### src/rtl/alu_muldiv_pkg.sv
// Shared definitions for the iterative RV32M multiply/divide unit:
// funct3 operation codes, FSM state encoding and operand-sign helpers.
package alu_muldiv_pkg;

    localparam logic [2:0] MD_MUL    = 3'd0;
    localparam logic [2:0] MD_MULH   = 3'd1;
    localparam logic [2:0] MD_MULHSU = 3'd2;
    localparam logic [2:0] MD_MULHU  = 3'd3;
    localparam logic [2:0] MD_DIV    = 3'd4;
    localparam logic [2:0] MD_DIVU   = 3'd5;
    localparam logic [2:0] MD_REM    = 3'd6;
    localparam logic [2:0] MD_REMU   = 3'd7;

    typedef enum logic [2:0] {
        ST_IDLE = 3'd0,
        ST_MUL  = 3'd1,
        ST_DIV  = 3'd2,
        ST_FIX  = 3'd3,
        ST_DONE = 3'd4
    } state_t;

    // rs1 is treated as two's complement for these ops
    function automatic logic op_a_signed(input logic [2:0] op);
        return (op == MD_MULH) || (op == MD_MULHSU) || (op == MD_DIV) || (op == MD_REM);
    endfunction

    // rs2 is treated as two's complement for these ops
    function automatic logic op_b_signed(input logic [2:0] op);
        return (op == MD_MULH) || (op == MD_DIV) || (op == MD_REM);
    endfunction

    function automatic logic op_is_div(input logic [2:0] op);
        return (op == MD_DIV) || (op == MD_DIVU) || (op == MD_REM) || (op == MD_REMU);
    endfunction

    function automatic logic op_is_rem(input logic [2:0] op);
        return (op == MD_REM) || (op == MD_REMU);
    endfunction

    // Ops that return the upper half of the double-width product
    function automatic logic op_is_mulh(input logic [2:0] op);
        return (op == MD_MULH) || (op == MD_MULHSU) || (op == MD_MULHU);
    endfunction

endpackage

### src/rtl/alu_muldiv_if.sv
// Request/response bundle between the EX stage and the multiply/divide unit.
interface alu_muldiv_if #(
    parameter int XLEN  = 32,
    parameter int TAG_W = 5
);
    logic             in_valid;
    logic             in_ready;
    logic [2:0]       in_op;
    logic [XLEN-1:0]  in_a;
    logic [XLEN-1:0]  in_b;
    logic [TAG_W-1:0] in_tag;
    logic             out_valid;
    logic             out_ready;
    logic [XLEN-1:0]  out_result;
    logic [TAG_W-1:0] out_tag;

    // Requester side (EX stage / writeback)
    modport master (
        output in_valid, in_op, in_a, in_b, in_tag, out_ready,
        input  in_ready, out_valid, out_result, out_tag
    );

    // Unit side
    modport slave (
        input  in_valid, in_op, in_a, in_b, in_tag, out_ready,
        output in_ready, out_valid, out_result, out_tag
    );
endinterface

### src/rtl/muldiv_sign_conv.sv
// Conditional two's-complement negate; turns signed operands into magnitudes
// at accept and re-applies the result sign at the end of an operation.
module muldiv_sign_conv #(
    parameter int XLEN = 32
) (
    input  logic [XLEN-1:0] din,
    input  logic            neg,
    output logic [XLEN-1:0] dout
);
    logic signed [XLEN-1:0] din_s;
    logic signed [XLEN-1:0] neg_s;

    assign din_s = signed'(din);
    assign neg_s = -din_s;
    assign dout  = neg ? unsigned'(neg_s) : din;
endmodule

### src/rtl/alu_muldiv.sv
// Iterative RV32M multiply/divide unit. One product/quotient bit per cycle
// on operand magnitudes, followed by a single sign-fix cycle. Division by
// zero and signed overflow short-circuit straight to DONE.
module alu_muldiv
    import alu_muldiv_pkg::*;
#(
    parameter int XLEN  = 32,
    parameter int TAG_W = 5
) (
    input  logic          clk,
    input  logic          rst_n,
    input  logic          flush,
    output logic          busy,
    alu_muldiv_if.slave   bus
);
    localparam int CNT_W = $clog2(XLEN) + 1;
    localparam logic [CNT_W-1:0] CNT_LAST = CNT_W'(XLEN - 1);

    state_t state_q, state_d;

    logic [2:0]        op_q;
    logic              neg_q;
    logic [XLEN-1:0]   b_q;
    logic [2*XLEN-1:0] acc_q;
    logic [CNT_W-1:0]  cnt_q;

    logic              accept;
    logic              a_neg, b_neg, neg_d;
    logic [XLEN-1:0]   a_mag, b_mag;
    logic              div_zero, div_ovf, special;
    logic [XLEN-1:0]   special_res;

    logic [XLEN:0]     mul_sum;
    logic [2*XLEN-1:0] mul_next;
    logic [XLEN:0]     div_shift, div_diff;
    logic              div_ge;
    logic [2*XLEN-1:0] div_next;

    logic [XLEN-1:0]   acc_hi, acc_lo;
    logic [XLEN-1:0]   fix_in, fix_neg, fix_res;

    assign accept = bus.in_valid & bus.in_ready & ~flush;

    // ---------------- accept: operand magnitudes and special cases ----------------
    assign a_neg = op_a_signed(bus.in_op) & bus.in_a[XLEN-1];
    assign b_neg = op_b_signed(bus.in_op) & bus.in_b[XLEN-1];
    // Remainder follows the dividend; quotient and product follow the sign XOR
    assign neg_d = op_is_rem(bus.in_op) ? a_neg : (a_neg ^ b_neg);

    muldiv_sign_conv #(.XLEN(XLEN)) u_abs_a (.din(bus.in_a), .neg(a_neg), .dout(a_mag));
    muldiv_sign_conv #(.XLEN(XLEN)) u_abs_b (.din(bus.in_b), .neg(b_neg), .dout(b_mag));

    assign div_zero = op_is_div(bus.in_op) && (bus.in_b == '0);
    assign div_ovf  = ((bus.in_op == MD_DIV) || (bus.in_op == MD_REM))
                    && (bus.in_a == {1'b1, {(XLEN-1){1'b0}}})
                    && (&bus.in_b);
    assign special  = div_zero | div_ovf;

    // Results that need no iteration
    always_comb begin
        special_res = '0;
        if (div_zero) begin
            special_res = op_is_rem(bus.in_op) ? bus.in_a : '1;
        end else if (div_ovf) begin
            special_res = op_is_rem(bus.in_op) ? '0 : bus.in_a;
        end
    end

    // ---------------- iteration: shift-add multiply / restoring divide ----------------
    // acc_q holds {high, low}: multiply {partial product, remaining multiplier},
    // divide {partial remainder, dividend shifting into quotient}.
    assign acc_hi = acc_q[2*XLEN-1:XLEN];
    assign acc_lo = acc_q[XLEN-1:0];

    assign mul_sum  = {1'b0, acc_hi} + (acc_q[0] ? {1'b0, b_q} : '0);
    assign mul_next = {mul_sum, acc_lo[XLEN-1:1]};

    assign div_shift = {acc_hi, acc_lo[XLEN-1]};
    assign div_diff  = div_shift - {1'b0, b_q};
    assign div_ge    = ~div_diff[XLEN];
    assign div_next  = {(div_ge ? div_diff[XLEN-1:0] : div_shift[XLEN-1:0]),
                        acc_lo[XLEN-2:0], div_ge};

    // ---------------- fix: apply result sign ----------------
    // Select the half that holds the answer (low product / quotient or high product / remainder)
    always_comb begin
        fix_in = acc_lo;
        if (op_is_mulh(op_q) || (op_q == MD_REM) || (op_q == MD_REMU)) begin
            fix_in = acc_hi;
        end
    end

    muldiv_sign_conv #(.XLEN(XLEN)) u_fix (.din(fix_in), .neg(neg_q), .dout(fix_neg));

    // Upper half of a negated 2*XLEN product only takes the +1 carry when the low half is zero
    always_comb begin
        fix_res = fix_neg;
        if (neg_q && op_is_mulh(op_q) && (acc_lo != '0)) begin
            fix_res = ~acc_hi;
        end
    end

    // FSM state register
    always_ff @(posedge clk or negedge rst_n) begin
        if (!rst_n) begin
            state_q <= ST_IDLE;
        end else begin
            state_q <= state_d;
        end
    end

    // FSM next-state; flush overrides every transition
    always_comb begin
        state_d = state_q;
        case (state_q)
            ST_IDLE: begin
                if (accept) begin
                    if (special) begin
                        state_d = ST_DONE;
                    end else if (op_is_div(bus.in_op)) begin
                        state_d = ST_DIV;
                    end else begin
                        state_d = ST_MUL;
                    end
                end
            end
            ST_MUL, ST_DIV: begin
                if (cnt_q == CNT_LAST) begin
                    state_d = ST_FIX;
                end
            end
            ST_FIX:  state_d = ST_DONE;
            ST_DONE: begin
                if (bus.out_ready) begin
                    state_d = ST_IDLE;
                end
            end
            default: state_d = ST_IDLE;
        endcase
        if (flush) begin
            state_d = ST_IDLE;
        end
    end

    // Datapath registers: loaded on accept, stepped once per iteration cycle
    always_ff @(posedge clk) begin
        if (accept) begin
            op_q  <= bus.in_op;
            neg_q <= neg_d;
            b_q   <= b_mag;
            acc_q <= {{XLEN{1'b0}}, a_mag};
            cnt_q <= '0;
        end else if (state_q == ST_MUL) begin
            acc_q <= mul_next;
            cnt_q <= cnt_q + 1'b1;
        end else if (state_q == ST_DIV) begin
            acc_q <= div_next;
            cnt_q <= cnt_q + 1'b1;
        end
    end

    // Result and tag registers, held stable while DONE waits for the consumer
    always_ff @(posedge clk or negedge rst_n) begin
        if (!rst_n) begin
            bus.out_result <= '0;
            bus.out_tag    <= '0;
        end else if (accept) begin
            bus.out_tag <= bus.in_tag;
            if (special) begin
                bus.out_result <= special_res;
            end
        end else if (state_q == ST_FIX) begin
            bus.out_result <= fix_res;
        end
    end

    assign bus.in_ready  = (state_q == ST_IDLE);
    assign bus.out_valid = (state_q == ST_DONE);
    assign busy          = (state_q != ST_IDLE);

endmodule

### src/flat_wrapper.sv
// flat-port wrapper written by rule: the top's interface ports become plain ports
module alu_muldiv_flat import alu_muldiv_pkg::*;
#(
    parameter int XLEN  = 32,
    parameter int TAG_W = 5
)
  (clk, rst_n, flush, busy, bus_in_valid, bus_in_op, bus_in_a, bus_in_b, bus_in_tag, bus_out_ready, bus_in_ready, bus_out_valid, bus_out_result, bus_out_tag);
  alu_muldiv_if #(.XLEN(XLEN), .TAG_W(TAG_W)) bus_i ();
  input  logic clk;
  input  logic rst_n;
  input  logic flush;
  output logic busy;
  input wire logic [$bits(bus_i.in_valid)-1:0] bus_in_valid;
  input wire logic [$bits(bus_i.in_op)-1:0] bus_in_op;
  input wire logic [$bits(bus_i.in_a)-1:0] bus_in_a;
  input wire logic [$bits(bus_i.in_b)-1:0] bus_in_b;
  input wire logic [$bits(bus_i.in_tag)-1:0] bus_in_tag;
  input wire logic [$bits(bus_i.out_ready)-1:0] bus_out_ready;
  output wire logic [$bits(bus_i.in_ready)-1:0] bus_in_ready;
  output wire logic [$bits(bus_i.out_valid)-1:0] bus_out_valid;
  output wire logic [$bits(bus_i.out_result)-1:0] bus_out_result;
  output wire logic [$bits(bus_i.out_tag)-1:0] bus_out_tag;
  assign bus_i.in_valid = bus_in_valid;
  assign bus_i.in_op = bus_in_op;
  assign bus_i.in_a = bus_in_a;
  assign bus_i.in_b = bus_in_b;
  assign bus_i.in_tag = bus_in_tag;
  assign bus_i.out_ready = bus_out_ready;
  assign bus_in_ready = bus_i.in_ready;
  assign bus_out_valid = bus_i.out_valid;
  assign bus_out_result = bus_i.out_result;
  assign bus_out_tag = bus_i.out_tag;
  alu_muldiv #(.XLEN(XLEN), .TAG_W(TAG_W)) u_core (.clk(clk), .rst_n(rst_n), .flush(flush), .busy(busy), .bus(bus_i));
endmodule
### config.mk
export PLATFORM = sky130hd
export DESIGN_NAME = alu_muldiv_flat
export DESIGN_NICKNAME = d
export VERILOG_FILES = /design/src/rtl/alu_muldiv_pkg.sv /design/src/rtl/alu_muldiv_if.sv /design/src/rtl/muldiv_sign_conv.sv /design/src/rtl/alu_muldiv.sv /design/src/flat_wrapper.sv
export SDC_FILE = /design/constraint.sdc
export NUM_CORES = 1
export LEC_CHECK = 0
export CELL_PAD_IN_SITES_DETAIL_PLACEMENT = 2
export CELL_PAD_IN_SITES_GLOBAL_PLACEMENT = 2
export CORE_UTILIZATION = 35
export DETAILED_ROUTE_END_ITERATION = 8
export DONT_BUFFER_PORTS = 1
export PLACE_DENSITY = 0.82
export SLEW_MARGIN = 20
export SYNTH_ARGS = -nofsm -noshare
export SYNTH_HDL_FRONTEND = slang
export SYNTH_SLANG_ARGS = --single-unit
export TNS_END_PERCENT = 5
### constraint.sdc
create_clock -name clk -period 3.7 [get_ports clk]
set_clock_uncertainty 0.1 [all_clocks]
set_input_delay 0 -clock clk [delete_from_list [all_inputs] [get_ports clk]]
set_output_delay 0 -clock clk [all_outputs]
set_load 0.005 [all_outputs]
### Word level (Yosys, flattened, before mapping)

Index checks and enable logic that the tools add are counted.
Widths: inputs -> output; s select.

| word-level totals | value |
|---|---|
| bits in registers | 146 |
| output and inout bits | 40 |
| logic and storage cells | 102 |

| cells by class | value |
|---|---|
| bitwise operators | 9 |
| reductions and logical operators | 30 |
| add/subtract/negate cells | 6 |
| mux-type cells | 27 |
| equal/unequal tests | 21 |

Operators with widths:

| operator | number |
|---|---|
| $mux 32 | 15 |
| $mux 64 | 2 |
| $neg 32->32 | 3 |
| $add 32x33->33 | 1 |
| $sub 33x32->33 | 1 |
| $eq 32x32->1 const B | 1 |
| $logic_not 32->1 | 1 |
| $not 32->32 | 1 |
| $reduce_and 32->1 | 1 |
| $reduce_bool 32->1 | 1 |
| $eq 3x3->1 const B | 7 |
| $eq 3x2->1 const B | 5 |
| $mux 3 | 5 |
| $logic_or 1x1->1 | 14 |
| $mux 6 | 2 |
| $pmux 3 s4 | 1 |
| $eq 3x1->1 const B | 3 |
| $add 6x1->6 const B | 1 |
| $eq 6x5->1 const B | 1 |
| $ne 3x3->1 const B | 2 |
| $reduce_bool 3->1 | 2 |
| $logic_and 1x1->1 | 5 |
| $and 1x1->1 | 4 |
| $reduce_bool 2->1 | 2 |
| other kinds (11) | 12 |

### Longest topological paths before layout

Gate-level depths: netlist (run 1).

| logic depth | value |
|---|---|
| depth after elaboration | 11 |
| gate-level depth with buffers | 14 |
| mapped depth without buffers | 12 |

### Modules after synthesis

Synthesis (run 1) repeated with hierarchy kept, for this count alone.

| unflattened totals | value |
|---|---|
| cell total of the unflattened synthesis | 1672 |
| area, all modules | 13384.1 um^2 |

Modules (own cells, without submodules):

| module | area each (um^2) | cells an instance | seq. area each (um^2) | times used |
|---|---|---|---|---|
| alu_muldiv | 11139.4 | 1375 | 3803.6 | 1 |
| muldiv_sign_conv | 748.2 | 99 | 0.0 | 3 |

### Worst setup path before layout (run 1)

No wires, ideal clock.

| timing | value |
|---|---|
| path type | register -> register |
| from | reg u_core.op_q[0] |
| to | reg u_core.bus.out_result[26] |
| data arrival time | 3.172 ns |
| path buffers | 2 |
| period minus slack after synthesis | 3.406 ns |
| stages on the path, launching flop included | 15 |
| data required time | 3.467 ns |
| slack | 0.294 ns |
| path through | edfxtp_1 -> nor2b_1 -> nor2_1 -> clkbuf_1 -> buf_1 -> nor2_1 -> a21oi_1 -> ha_1 -> o2111ai_2 -> o41ai_4 -> nand2_1 -> o31ai_1 -> o21ai_0 -> o211ai_1 -> o211ai_1 |

| between the ends | value |
|---|---|
| longest elaborated chain between the ends | 11 |
| elaborated cells between the ends (all ways) | 17 |
| those cells by class | add/sub: 1; eq/ne: 5; mux: 5; reduce/logical: 6 |

Ends and longest elaborated chain:

| element | RTL line | source |
|---|---|---|
| from (decl) | alu_muldiv.sv:21 | `logic [2:0] op_q;` |
| from (signal assigned) | alu_muldiv.sv:148 | `op_q <= bus.in_op;` |
| $eq 3x1->1 / $eq 3x2->1 (equally long branches) | alu_muldiv_pkg.sv:42 | `return (op == MD_MULH) \|\| (op == MD_MULHSU) \|\| (op == MD_MULHU);` |
| $logic_or 1x1->1 (2 in a row) | alu_muldiv_pkg.sv:42 |  |
| $logic_or 1x1->1 (2 in a row) | alu_muldiv.sv:88 | `if (op_is_mulh(op_q) \|\| (op_q == MD_REM) \|\| (op_q == MD_REMU)) begin` |
| $mux 32 | alu_muldiv.sv:88 |  |
| $neg 32->32 | muldiv_sign_conv.sv:14 | `assign neg_s = -din_s;` |
| $mux 32 | muldiv_sign_conv.sv:15 | `assign dout = neg ? unsigned'(neg_s) : din;` |
| $mux 32 (*) | alu_muldiv.sv:98 | `if (neg_q && op_is_mulh(op_q) && (acc_lo != '0)) begin` |
| $mux 32 (*) | alu_muldiv.sv:172 | `end else if (state_q == ST_FIX) begin` |
| $mux 32 (*) | alu_muldiv.sv:167 | `end else if (accept) begin` |
| to (signal assigned) | alu_muldiv.sv:170 | `bus.out_result <= special_res;` |
| to (signal assigned) | alu_muldiv.sv:173 | `bus.out_result <= fix_res;` |
| to (decl) | alu_muldiv_if.sv:26 | `output in_ready, out_valid, out_result, out_tag` |

Mark *: on every way between the ends. The rest lies on a longest branch, timed or not. The select of a mux whose other input is x is not followed.
A chain may end at the register's enable or synchronous reset.

### Final worst setup path (run 1)

| timing | value |
|---|---|
| from | reg u_core.acc_q[0] |
| to | reg u_core.acc_q[54] |

| between the ends | value |
|---|---|
| longest elaborated chain between the ends | 3 |

Ends and longest elaborated chain:

| element | RTL line | source |
|---|---|---|
| from (decl) | alu_muldiv.sv:24 | `logic [2*XLEN-1:0] acc_q;` |
| from (signal assigned) | alu_muldiv.sv:151 | `acc_q <= {{XLEN{1'b0}}, a_mag};` |
| from (signal assigned) | alu_muldiv.sv:154 | `acc_q <= mul_next;` |
| from (signal assigned) | alu_muldiv.sv:157 | `acc_q <= div_next;` |
| $mux 32 | alu_muldiv.sv:75 | `assign mul_sum = {1'b0, acc_hi} + (acc_q[0] ? {1'b0, b_q} : '0);` |
| $add 32x33->33 | alu_muldiv.sv:75 |  |
| $mux 64 | alu_muldiv.sv:153 | `end else if (state_q == ST_MUL) begin` |

No other way between the ends.

==> results of run 1 <==
worst max-delay path by stage:
stage / startpoint / endpoint / slack [ns] / cells after the start
2_1_floorplan: u_core.op_q[0]$_DFFE_PP_ / u_core.bus.out_result[26]$_DFFE_PN0P_ / 0.29 / 14
3_3_place_gp: u_core.acc_q[0]$_DFFE_PP_ / u_core.acc_q[63]$_SDFFE_PP0P_ / 0.24 / 12
3_5_place_dp: u_core.acc_q[0]$_DFFE_PP_ / u_core.acc_q[63]$_SDFFE_PP0P_ / 0.04 / 12
4_1_cts: u_core.acc_q[0]$_DFFE_PP_ / u_core.acc_q[61]$_SDFFE_PP0P_ / -0.003 / 12
5_1_grt: u_core.acc_q[0]$_DFFE_PP_ / u_core.acc_q[54]$_SDFFE_PP0P_ / -0.24 / 16
6_report: u_core.acc_q[0]$_DFFE_PP_ / u_core.acc_q[54]$_SDFFE_PP0P_ / -0.14 / 16
power by group through the flow:
stage	logic [mW]	clock network, mW	registers, mW
after detailed placement	7.81	0	3.20
after CTS	8.06	1.86	3.18
final	9.10	1.94	3.30
after global routing	9.57	1.97	3.31
after global placement	7.36	0	3.15
after floorplan	5.06	0	3.05
worst min-delay path, delay by kind of cell:
kind,cells,cell delay [ns]
buffers and inverters,3,0.96
sequential cells by signal, summed over array words and instances (netlist names):
register	cells
u_core.acc_q	64
u_core.state_q	3
u_core.bus.out_result	32
u_core.neg_q	1
u_core.bus.out_tag	5
u_core.cnt_q	6
u_core.b_q	32
u_core.op_q	3
cell type report:
class,instances,area (µm²),share of cell area
diodes,1,2.50,0.000148
clock inverters,13,148,0.00875
well taps,518,648,0.0384
repair buffers,205,1890,0.112
flip-flops and latches,146,3800,0.225
inverters,64,240,0.0142
multi-input cells,1478,9700,0.575
clock buffers,19,433,0.0257
cell families (layout without fill, tap and decap cells):
kind of cell | Yosys count | count (layout)
buffers and inverters | 164 | 301
other | 0 | 1
adders and majority gates | 71 | 71
DFF | 146 | 146
muxes | 34 | 34
xor gates and xnor gates | 119 | 119
AOI/OAI and AO/OA | 570 | 570
and+or+nand+nor | 684 | 684
cells in the mapped netlist (17+ instances only):
| library cell | n |
|---|---|
| nand4_1 | 29 |
| nor2_1 | 218 |
| nand3_1 | 30 |
| xnor2_1 | 79 |
| mux2i_1 | 28 |
| clkbuf_1 | 64 |
| nand2_1 | 188 |
| o211ai_1 | 25 |
| a21o_1 | 33 |
| nor3_1 | 45 |
| xor2_1 | 40 |
| a21oi_1 | 136 |
| and2_1 | 44 |
| ha_1 | 69 |
| inv_1 | 64 |
| o21a_1 | 19 |
| nand2b_1 | 17 |
| a211oi_1 | 23 |
| nor2b_1 | 18 |
| dfrtp_1 | 40 |
| o21ai_0 | 110 |
| edfxtp_1 | 68 |
| o31ai_1 | 18 |
| nor4_1 | 27 |
| a31oi_1 | 49 |
| buf_2 | 21 |
| dfxtp_1 | 38 |
stage by stage:
step,total power [mW],hold WS [ns],setup TNS (ns),worst slack [ns],instance area [µm²]
global route,14.8,0.0254,-1.17,-0.235,16900
floorplan,8.11,-0.396,0,0.294,14000
global placement,10.5,-0.395,0,0.243,14900
finish,14.3,-0.000563,-0.236,-0.137,16900
CTS,13.1,0.00697,-0.00280,-0.00280,16500
detailed placement,11.0,-0.394,0,0.0449,14900
metal layers:
layer  part of all wire  vias to the layer above  GRT usage
li1                   -                     6866          -
met1               0.38                     8222      0.421
met2               0.48                      945      0.630
met3              0.070                      374     0.0695
met4              0.075                        0      0.249
met5                  0                        -          0
timing repair:
item,CTS,global route
gates cloned,0,2
buffers inserted,1,13
pin swaps,1,9
setup endpoints to repair,2,27
hold buffers,99,0
resized for setup,0,33
endpoints found under the hold margin,155,0
==> metrics.yaml, run 1 <==
grt:
  globalRouteTotalUtil: 0.370
  grt_max_degree: 88
  grt_pass1_wl_um: 114000
  overflow: 0
  grt_pass1_vias: 17708
  antenna_found_initial: 1
route:
  firstDrtPassIters: 5
  via_per_inst: 6.71
  ant_nets: 0
  wl_per_cell_um: 32.0
  vias: 16407
  drc: 0
  drt_iter0_drc: 1620
  drt-total-wl_um: 78200
sta:
  whs_ns: -0.000563
  period_share: 1.04
  fin_crit_ns: 3.84
  timing.final.ws_setup_ns: -0.137
  rsz0062_at_grt: "true"
  drv_slew: 0
  finalHoldViolCount: 1
  clock.fmax_mhz: 261
  slew_headroom: 0.253
  setup_viol: 4
  worst_pin_slew_ns: 1.11
pwr:
  internal_power_mw: 6.87
  peakVddDrop_uv: 424
  clockPowerShare: 0.135
  p_per_area_nw_per_um2: 850
  p_leak_nw: 6.73
  combPwrFrac: 0.634
  sw_frac_of_total: 0.521
  switching_power_mw: 7.46
  seqPwrFrac: 0.230
placement:
  dp.cells: 2296
  io_buffers: 0
  gp_congestion: 0.928
  dp_hpwl_um: 47600
clock_tree:
  clk_latency_ns: 0.50
  htreeDepth: 4
  clock_sinks: 146
  clkSlewWorstSetupHoldPaths_ns: 0.09
  cts_root_buf: "clkbuf_16"
  cts_tree: "built"
  cts.path.max_buffers: 2
  cts_inserted_buffers: 17
synthesis:
  synth_compound_area_frac: 0.275
  yosys.area_share.simple: 0.239
  postSynth.asyncResetShare: 0.274
  synth_cell_types: 100
  synthXorXnorAreaFrac: 0.0745
  yosysSeqAreaShare: 0.272
  muxShareOfSynthArea: 0.0249
  synth_area_leader_cell: "edfxtp_1"
  synth_nets: 1936
  synth_area_um2: 14000
  synth_top_family_by_area: "compound AO/OA/AOI/OAI gates"
  ys.flop_type: "edfxtp_1"
  syn_area_per_cell_um2: 7.83
  ys_ff_latch: 146
  synthTopCellsByArea: "edfxtp_1, dfrtp_1, ha_1"
  yosys_warnings: 0
  netlist_instances: 1788
  synth_edf_count: 68
  yosysTopAreaCellShare: 0.146
  synth_adder_area_share: 0.0646
worst_setup_path:
  end_kind: "flip-flop"
  crit_family: "compound AO/OA/AOI/OAI gates"
  critPathMaxStageDelay_ns: 0.45
  timing.rr.end: "u_core.acc_q[54]$_SDFFE_PP0P_"
  cp_data_arrival_time_ns: 4.07
  crit_top_cell: "buf_4"
  reg2reg_depth: 16
  critPathKind: "flip-flop to flip-flop"
  worstPathMaxFanout: 11
  crit_required_ns: 3.93
  critPathBufInv: 5
  crit-reg2reg-launch: "u_core.acc_q[0]$_DFFE_PP_"
  path_cells: "buf_4, buf_12, and2_1, ha_1, o211ai_1, o211ai_1, nand3_2, a31oi_4, a221oi_4, buf_4, o211ai_1, buf_4, buf_4, xnor2_1, a22oi_1, o221ai_1"
  reg2reg_slack_ns: -0.14
  critPathLaunchType: "flip-flop"
  crit_slowest_cell: "a221oi_4"
die:
  coreArea_um2: 39000
  boundaryPins: 117
  die_area_um2: 40800
  num_rows: 72
  die_h_um: 202
  initial_core_util: 0.359
  fp.dieW_um: 202
final_layout:
  area_growth_pct: 20.6
  nFillCells: 4306
  drive_gt1_frac: 0.112
  layout_common_cells: "nor2_1, nand2_1, a21oi_1, o21ai_0, buf_4"
  final_common_cell: "nor2_1"
  utilization: 0.433
  instances_no_fill: 2444
  nets: 2060
job:
  cap_violations: 0
worst_hold_path:
  hold_class: "input pin to async pin"
outcome:
  outcome: "complete, but fails checks"
  violations: "negative hold slack, negative setup slack"
Power figures use the tool's default switching activity.
==> run 2: changes to the inputs <==
==> constraint.sdc (replaced) <==
create_clock -name clk -period 3.7 [get_ports clk]
set_clock_uncertainty 0.1 [all_clocks]
set_input_delay 0 -clock clk [delete_from_list [all_inputs] [get_ports clk]]
set_output_delay 0 -clock clk [all_outputs]
set_load 0.05 [all_outputs]
==> run 2 against run 1 <==
Compared with the run above: the flow now finishes without violations; design area is 2.2% lower; wire length is 7.4% lower; critical path type unchanged; non-clock buffer count is 25 lower; largest cell class unchanged; first-iteration DRC count is 19% lower; largest power group unchanged.
==> metrics.yaml, run 2 (synthesis gave the netlist of run 1 again) <==
clock_tree:
  clock_sinks: 146  # unchanged
  cts_root_buf: "clkbuf_16"
  cts_inserted_buffers: 17  # unchanged
  clk_latency_ns: 0.48  # -0.02 ns
  cts.path.max_buffers: 2  # unchanged
  htreeDepth: 4  # unchanged
  cts_tree: "built"
  clkSlewWorstSetupHoldPaths_ns: 0.08  # about the same
worst_setup_path:
  worstPathMaxFanout: 19  # +8
  crit_family: "compound AO/OA/AOI/OAI gates"
  end_kind: "flip-flop"
  critPathKind: "flip-flop to flip-flop"
  crit_required_ns: 3.95  # +0.02 ns
  critPathBufInv: 1  # -4
  cp_data_arrival_time_ns: 3.95  # -0.12 ns
  critPathLaunchType: "flip-flop"
  crit_slowest_cell: "edfxtp_1"
  path_cells: "buf_4, and2_1, ha_2, nand2_1, or3_1, or2_0, o211ai_1, o2111ai_2, a311oi_2, a31oi_1, xor2_1, a221oi_1"
  critPathMaxStageDelay_ns: 0.44  # about the same
final_layout:
  nFillCells: 4325  # +0.44%
  multiInputGateArea_um2: 9560  # -1.5%
  nets: 2035  # -1.2%
  area_growth_pct: 17.9
  instances_no_fill: 2421  # -0.94%
  reg_top3: "u_core.acc_q x64, u_core.b_q x32, u_core.bus.out_result x32"
  utilization: 0.423  # -0.00972
  largest_reg_flops: 64  # unchanged
  final_common_cell: "nor2_1"
  drive_gt1_frac: 0.0942  # -0.0180
  largest-register: "u_core.acc_q"
  layout_common_cells: "nor2_1, nand2_1, a21oi_1, o21ai_0, dlygate4sd3_1"
  regArea_um2: 3800  # about the same
  postLayoutCellArea_um2: 16500  # -2.2%
sta:
  period_share: 0.999  # -0.0383
  drv_slew: 0  # unchanged
  finalHoldViolCount: 0  # -1
  worst_pin_slew_ns: 1.07  # -0.0382 ns
  whs_ns: 0.0408  # +0.0413 ns
  clock.fmax_mhz: 271  # +3.8%
  rsz0062_at_grt: "true"
  slew_headroom: 0.285  # +0.0323
  tns_ns: 0  # +0.236 ns
  fin_crit_ns: 3.70  # -0.142 ns
  setup_viol: 0  # -4
  timing.final.ws_setup_ns: 0.00430  # +0.142 ns
pwr:
  p_leak_nw: 6.58  # -2.2%
  switching_power_mw: 7.55  # +1.2%
  sw_frac_of_total: 0.537  # +0.0169
  p_per_area_nw_per_um2: 852  # +0.29%
  power.total_mw: 14.1  # -2.0%
  clockPowerShare: 0.128  # -0.007
  combPwrFrac: 0.584  # -0.050
  internal_power_mw: 6.50  # -5.4%
  peakVddDrop_uv: 472  # +11%
  seqPwrFrac: 0.289  # +0.059
job:
  cap_violations: 0  # unchanged
placement:
  dpl_worst_slack_ns: -0.139  # -0.184 ns
  gp_congestion: 0.910  # -1.9%
  post_dp_cell_area_um2: 14900  # -0.34%
  dp.cells: 2286  # -0.44%
  dp_hpwl_um: 47000  # -1.3%
  io_buffers: 0  # unchanged
grt:
  antenna_found_initial: 5  # +4
  globalRouteTotalUtil: 0.352  # -0.0181
  gr-max-usage-layer: "met2"
  grt.met3_usage: 0.0643  # -0.00516
  grt_use_met1: 0.397  # -0.0247
  grt_pass1_wl_um: 109000  # -4.1%
  grtUsageMet2: 0.612  # -0.0180
  grt_max_degree: 88  # unchanged
  grt_pass1_vias: 17679  # -0.16%
  overflow: 0  # unchanged
worst_hold_path:
  hold_class: "input pin to flip-flop"
route:
  via_per_inst: 6.60  # -1.6%
  ant_nets: 0  # unchanged
  wl_per_cell_um: 29.9  # -6.6%
  firstDrtPassIters: 5  # unchanged
  drt_iter0_drc: 1306  # -19%
  drt-total-wl_um: 72400  # -7.4%
  drc: 0  # unchanged
  vias: 15986  # -2.6%
die:
  die_area_um2: 40800  # unchanged
  die_h_um: 202  # unchanged
  fp.dieW_um: 202  # unchanged
  num_rows: 72  # unchanged
  initial_core_util: 0.359  # unchanged
  boundaryPins: 117  # unchanged
  coreArea_um2: 39000  # unchanged
outcome:
  outcome: "finished, final reports clean"
-- run 2: cell count changes in the layout (fill, tap and decap cells not counted), sizes merged --
cell,change
diode,+2
inv,-4
clkbuf,+4
buf,-18
bufinv,-2
dlygate4sd3,-5
-- run 2: worst paths after layout --
path / cells after the start / end / startpoint / slack [ns]
max: 12 / u_core.acc_q[61]$_SDFFE_PP0P_ / u_core.acc_q[0]$_DFFE_PP_ / 0.004
max reg2reg: 12 / u_core.acc_q[61]$_SDFFE_PP0P_ / u_core.acc_q[0]$_DFFE_PP_ / 0.004
max in group asynchronous: 3 / u_core.bus.out_result[4]$_DFFE_PN0P_ / rst_n / 3.18
min reg2reg: 1 / u_core.cnt_q[1]$_SDFFE_PP0P_ / u_core.cnt_q[1]$_SDFFE_PP0P_ / 0.44
min: 4 / u_core.bus.out_result[18]$_DFFE_PN0P_ / bus_in_op[2] / 0.04
min in group asynchronous: 3 / u_core.bus.out_result[26]$_DFFE_PN0P_ / rst_n / 0.09
-- run 2: area by class of cell --
class,count,area share
Timing Repair Buffer,180,0.101
Multi-Input combinational cell,1478,0.580
Clock buffer,25,0.0314
Tap cell,518,0.0393
Antenna cell,3,0.000455
Clock inverter,7,0.00281
Sequential cell,146,0.231
Inverter,64,0.0146
-- run 2: power by group through the flow --
stage / registers, mW / logic [mW] / clock network [mW]
floorplan: 3.73 / 5.10 / 0
global placement: 3.95 / 7.10 / 0
detailed placement: 3.99 / 7.53 / 0
CTS: 3.97 / 7.79 / 1.76
global route: 4.07 / 8.73 / 1.84
finish: 4.05 / 8.21 / 1.79
-- run 2: metal layers --
layer  routed length, µm  vias up
li1                    -     6795
met4                4560        2
met3                4310      290
met5                  12        -
met1               28000     8135
met2               35500      764
-- run 2: what timing repair did --
action	4_1_cts	5_1_grt
endpoints found under the setup margin	3	12
hold endpoints to repair	148	0
setup buffers	0	6
pin swaps	0	3
hold buffers	94	0
gates resized for setup	1	6
-- run 2: worst reg2reg max path: stages (launching register included) --
cell	delay, ns
edfxtp_1	0.44
buf_4	0.24
and2_1	0.17
ha_2	0.38
nand2_1	0.10
or3_1	0.44
or2_0	0.28
o211ai_1	0.27
o2111ai_2	0.19
a311oi_2	0.34
a31oi_1	0.16
xor2_1	0.16
a221oi_1	0.30
==> run 3: changes to the inputs <==
--- a/config.mk
+++ b/config.mk
@@ -11,6 +11,7 @@
 export DETAILED_ROUTE_END_ITERATION = 8
 export DONT_BUFFER_PORTS = 1
 export PLACE_DENSITY = 0.82
+export RECOVER_POWER = 25
 export SLEW_MARGIN = 20
 export SYNTH_ARGS = -nofsm -noshare
 export SYNTH_HDL_FRONTEND = slang
==> run 3 against run 2 <==
Compared with the run above: the run now ends with max-capacitance violations, max-slew violations left; critical path type unchanged; combinational power is essentially flat; flip-flop and latch count unchanged; via count down 0.69%; worst setup slack gained 0.0039 ns; largest power group unchanged; highest routed layer unchanged; global-route usage stayed put.
==> metrics.yaml, run 3 (synthesis gave the netlist of run 1 again) <==
die:
  die_area_um2: 40800  # unchanged
  fp.dieW_um: 202  # unchanged
  coreArea_um2: 39000  # unchanged
  die_h_um: 202  # unchanged
  num_rows: 72  # unchanged
  boundaryPins: 117  # unchanged
  initial_core_util: 0.359  # unchanged
sta:
  rsz0062_at_grt: "true"
  finalHoldViolCount: 0  # unchanged
  period_share: 0.998  # -0.00105
  slew_headroom: -0.763  # -1.05
  timing.final.ws_setup_ns: 0.00817  # +0.00387 ns
  setup_viol: 0  # unchanged
  clock.fmax_mhz: 271  # +0.10%
  fin_crit_ns: 3.69  # -0.00387 ns
  whs_ns: 0.0416  # +0.000892 ns
  worst_pin_slew_ns: 2.64  # +1.57 ns
  drv_slew: 41  # +41
grt:
  grt_pass1_wl_um: 109000  # unchanged
  antenna_found_initial: 5  # unchanged
  grt_max_degree: 88  # unchanged
  globalRouteTotalUtil: 0.352  # unchanged
  overflow: 0  # unchanged
  grt_pass1_vias: 17679  # unchanged
placement:
  gp_congestion: 0.910  # unchanged
  io_buffers: 0  # unchanged
  dp.cells: 2286  # unchanged
  dpl_worst_slack_ns: -0.139  # unchanged
  post_dp_cell_area_um2: 14900  # unchanged
  dp_hpwl_um: 47000  # unchanged
route:
  vias: 15875  # -0.69%
  firstDrtPassIters: 5  # unchanged
  ant_nets: 0  # unchanged
  drc: 0  # unchanged
  wl_met2_um: 35700  # +0.40%
  drt_iter0_drc: 1253  # -4.1%
  met1_length_um: 27700  # -0.97%
  via_per_inst: 6.55  # -0.74%
  highest_layer: "met5"
  wl_met3_um: 4490  # +4.3%
  drt-total-wl_um: 72300  # -0.16%
  wl_per_cell_um: 29.8  # -0.21%
clock_tree:
  clock_sinks: 146  # unchanged
  cts.path.max_buffers: 2  # unchanged
  clkSlewWorstSetupHoldPaths_ns: 0.08  # about the same
  clk_latency_ns: 0.48  # about the same
  cts_inserted_buffers: 17  # unchanged
  cts_tree: "built"
  htreeDepth: 4  # unchanged
  cts_root_buf: "clkbuf_16"
pwr:
  internal_power_mw: 6.50  # about the same
  clockPowerShare: 0.127  # about the same
  seqPwrFrac: 0.289  # about the same
  sw_frac_of_total: 0.537  # about the same
  combPwrFrac: 0.584  # about the same
  p_leak_nw: 6.56  # -0.31%
  switching_power_mw: 7.54  # -0.23%
  p_per_area_nw_per_um2: 853  # about the same
  peakVddDrop_uv: 476  # +0.75%
worst_setup_path:
  cp_data_arrival_time_ns: 3.94  # about the same
  critPathKind: "flip-flop to flip-flop"
  end_kind: "flip-flop"
  crit_required_ns: 3.95  # about the same
  timing.rr.end: "u_core.acc_q[61]$_SDFFE_PP0P_"
  reg2reg_slack_ns: 0.008  # about the same
  crit-reg2reg-launch: "u_core.acc_q[0]$_DFFE_PP_"
  critPathLaunchType: "flip-flop"
  worstPathMaxFanout: 19  # unchanged
  reg2reg_depth: 12  # unchanged
  endpoint: "u_core.acc_q[61]$_SDFFE_PP0P_"
  crit_path_start: "u_core.acc_q[0]$_DFFE_PP_"
final_layout:
  layout_common_cells: "nor2_1, nand2_1, a21oi_1, o21ai_0, dlygate4sd3_1"
  drive_gt1_frac: 0.0932  # -0.00105
  postLayoutCellArea_um2: 16500  # -0.24%
  final_common_cell: "nor2_1"
  utilization: 0.422  # -0.000994
  largest_reg_flops: 64  # unchanged
  nFillCells: 4329  # +0.092%
  reg_top3: "u_core.acc_q x64, u_core.b_q x32, u_core.bus.out_result x32"
  area_growth_pct: 17.6
  largest-register: "u_core.acc_q"
  nets: 2035  # unchanged
  instances_no_fill: 2422  # +0.041%
outcome:
  violations: "max-capacitance violations, max-slew violations"
  outcome: "complete, but fails checks"
job:
  cap_violations: 1  # +1
worst_hold_path:
  hold_class: "input pin to flip-flop"
run 3: cell types whose count changed in the layout (fill, tap and decap cells not counted), sizes merged:
cell,change
diode,+1
clkdlybuf4s25,+1
clkbuf,+1
buf,-2
run 3: worst min-delay path by stage:
stage                 startpoint                               endpoint  slack (ns)  depth (start not counted)
finish              bus_in_op[2]  u_core.bus.out_result[18]$_DFFE_PN0P_        0.04                          4
global route        bus_in_op[2]  u_core.bus.out_result[18]$_DFFE_PN0P_        0.06                          4
CTS                 bus_in_op[2]  u_core.bus.out_result[16]$_DFFE_PN0P_       0.003                          4
detailed placement         rst_n  u_core.bus.out_result[25]$_DFFE_PN0P_       -0.39                          0
global placement           rst_n  u_core.bus.out_result[25]$_DFFE_PN0P_       -0.39                          0
floorplan                  rst_n   u_core.bus.out_result[0]$_DFFE_PN0P_       -0.40                          0
run 3: cell type report:
| class | instances | area, µm² | area share |
|---|---|---|---|
| multi-input cells | 1478 | 9560 | 0.581 |
| flip-flops and latches | 146 | 3800 | 0.231 |
| repair buffers | 180 | 1630 | 0.0991 |
| well taps | 518 | 648 | 0.0394 |
| clock buffers | 25 | 518 | 0.0315 |
| inverters | 64 | 240 | 0.0146 |
| clock inverters | 7 | 46.3 | 0.00281 |
| diodes | 4 | 10.0 | 0.000608 |
run 3: power groups by stage:
stage	Clock [mW]	Sequential (mW)	Combinational (mW)
floorplan	0	3.73	5.10
global placement	0	3.95	7.10
detailed placement	0	3.99	7.53
CTS	1.76	3.97	7.79
global route	1.84	4.07	8.72
finish	1.78	4.05	8.20
run 3: critical path: stages (launching register included):
cell and delay [ns]:
edfxtp_1 0.44, buf_4 0.24, and2_1 0.16, ha_2 0.39
nand2_1 0.10, or3_1 0.44, or2_0 0.27, o211ai_1 0.27
o2111ai_2 0.19, a311oi_2 0.34, a31oi_1 0.16, xor2_1 0.16
a221oi_1 0.30
run 3: per-layer routing:
metal  vias up  global-route usage
met5         -                   0
met4         2               0.222
met3       269              0.0643
met2       735               0.612
met1      8068               0.397
li1       6801                   -
run 3: stage by stage:
| step | power (mW) | TNS, ns |
|---|---|---|
| 2_1_floorplan | 8.83 | 0 |
| 3_3_place_gp | 11.1 | -0.0768 |
| 3_5_place_dp | 11.5 | -0.230 |
| 4_1_cts | 13.5 | 0 |
| 5_1_grt | 14.6 | -0.205 |
| 6_report | 14.0 | 0 |
run 3: what timing repair did:
action / in CTS / in global routing
endpoints found under the setup margin: 3 / 12
pin swaps: 0 / 3
setup buffers: 0 / 6
hold buffers: 94 / 0
endpoints found under the hold margin: 148 / 0
resized for setup: 1 / 6
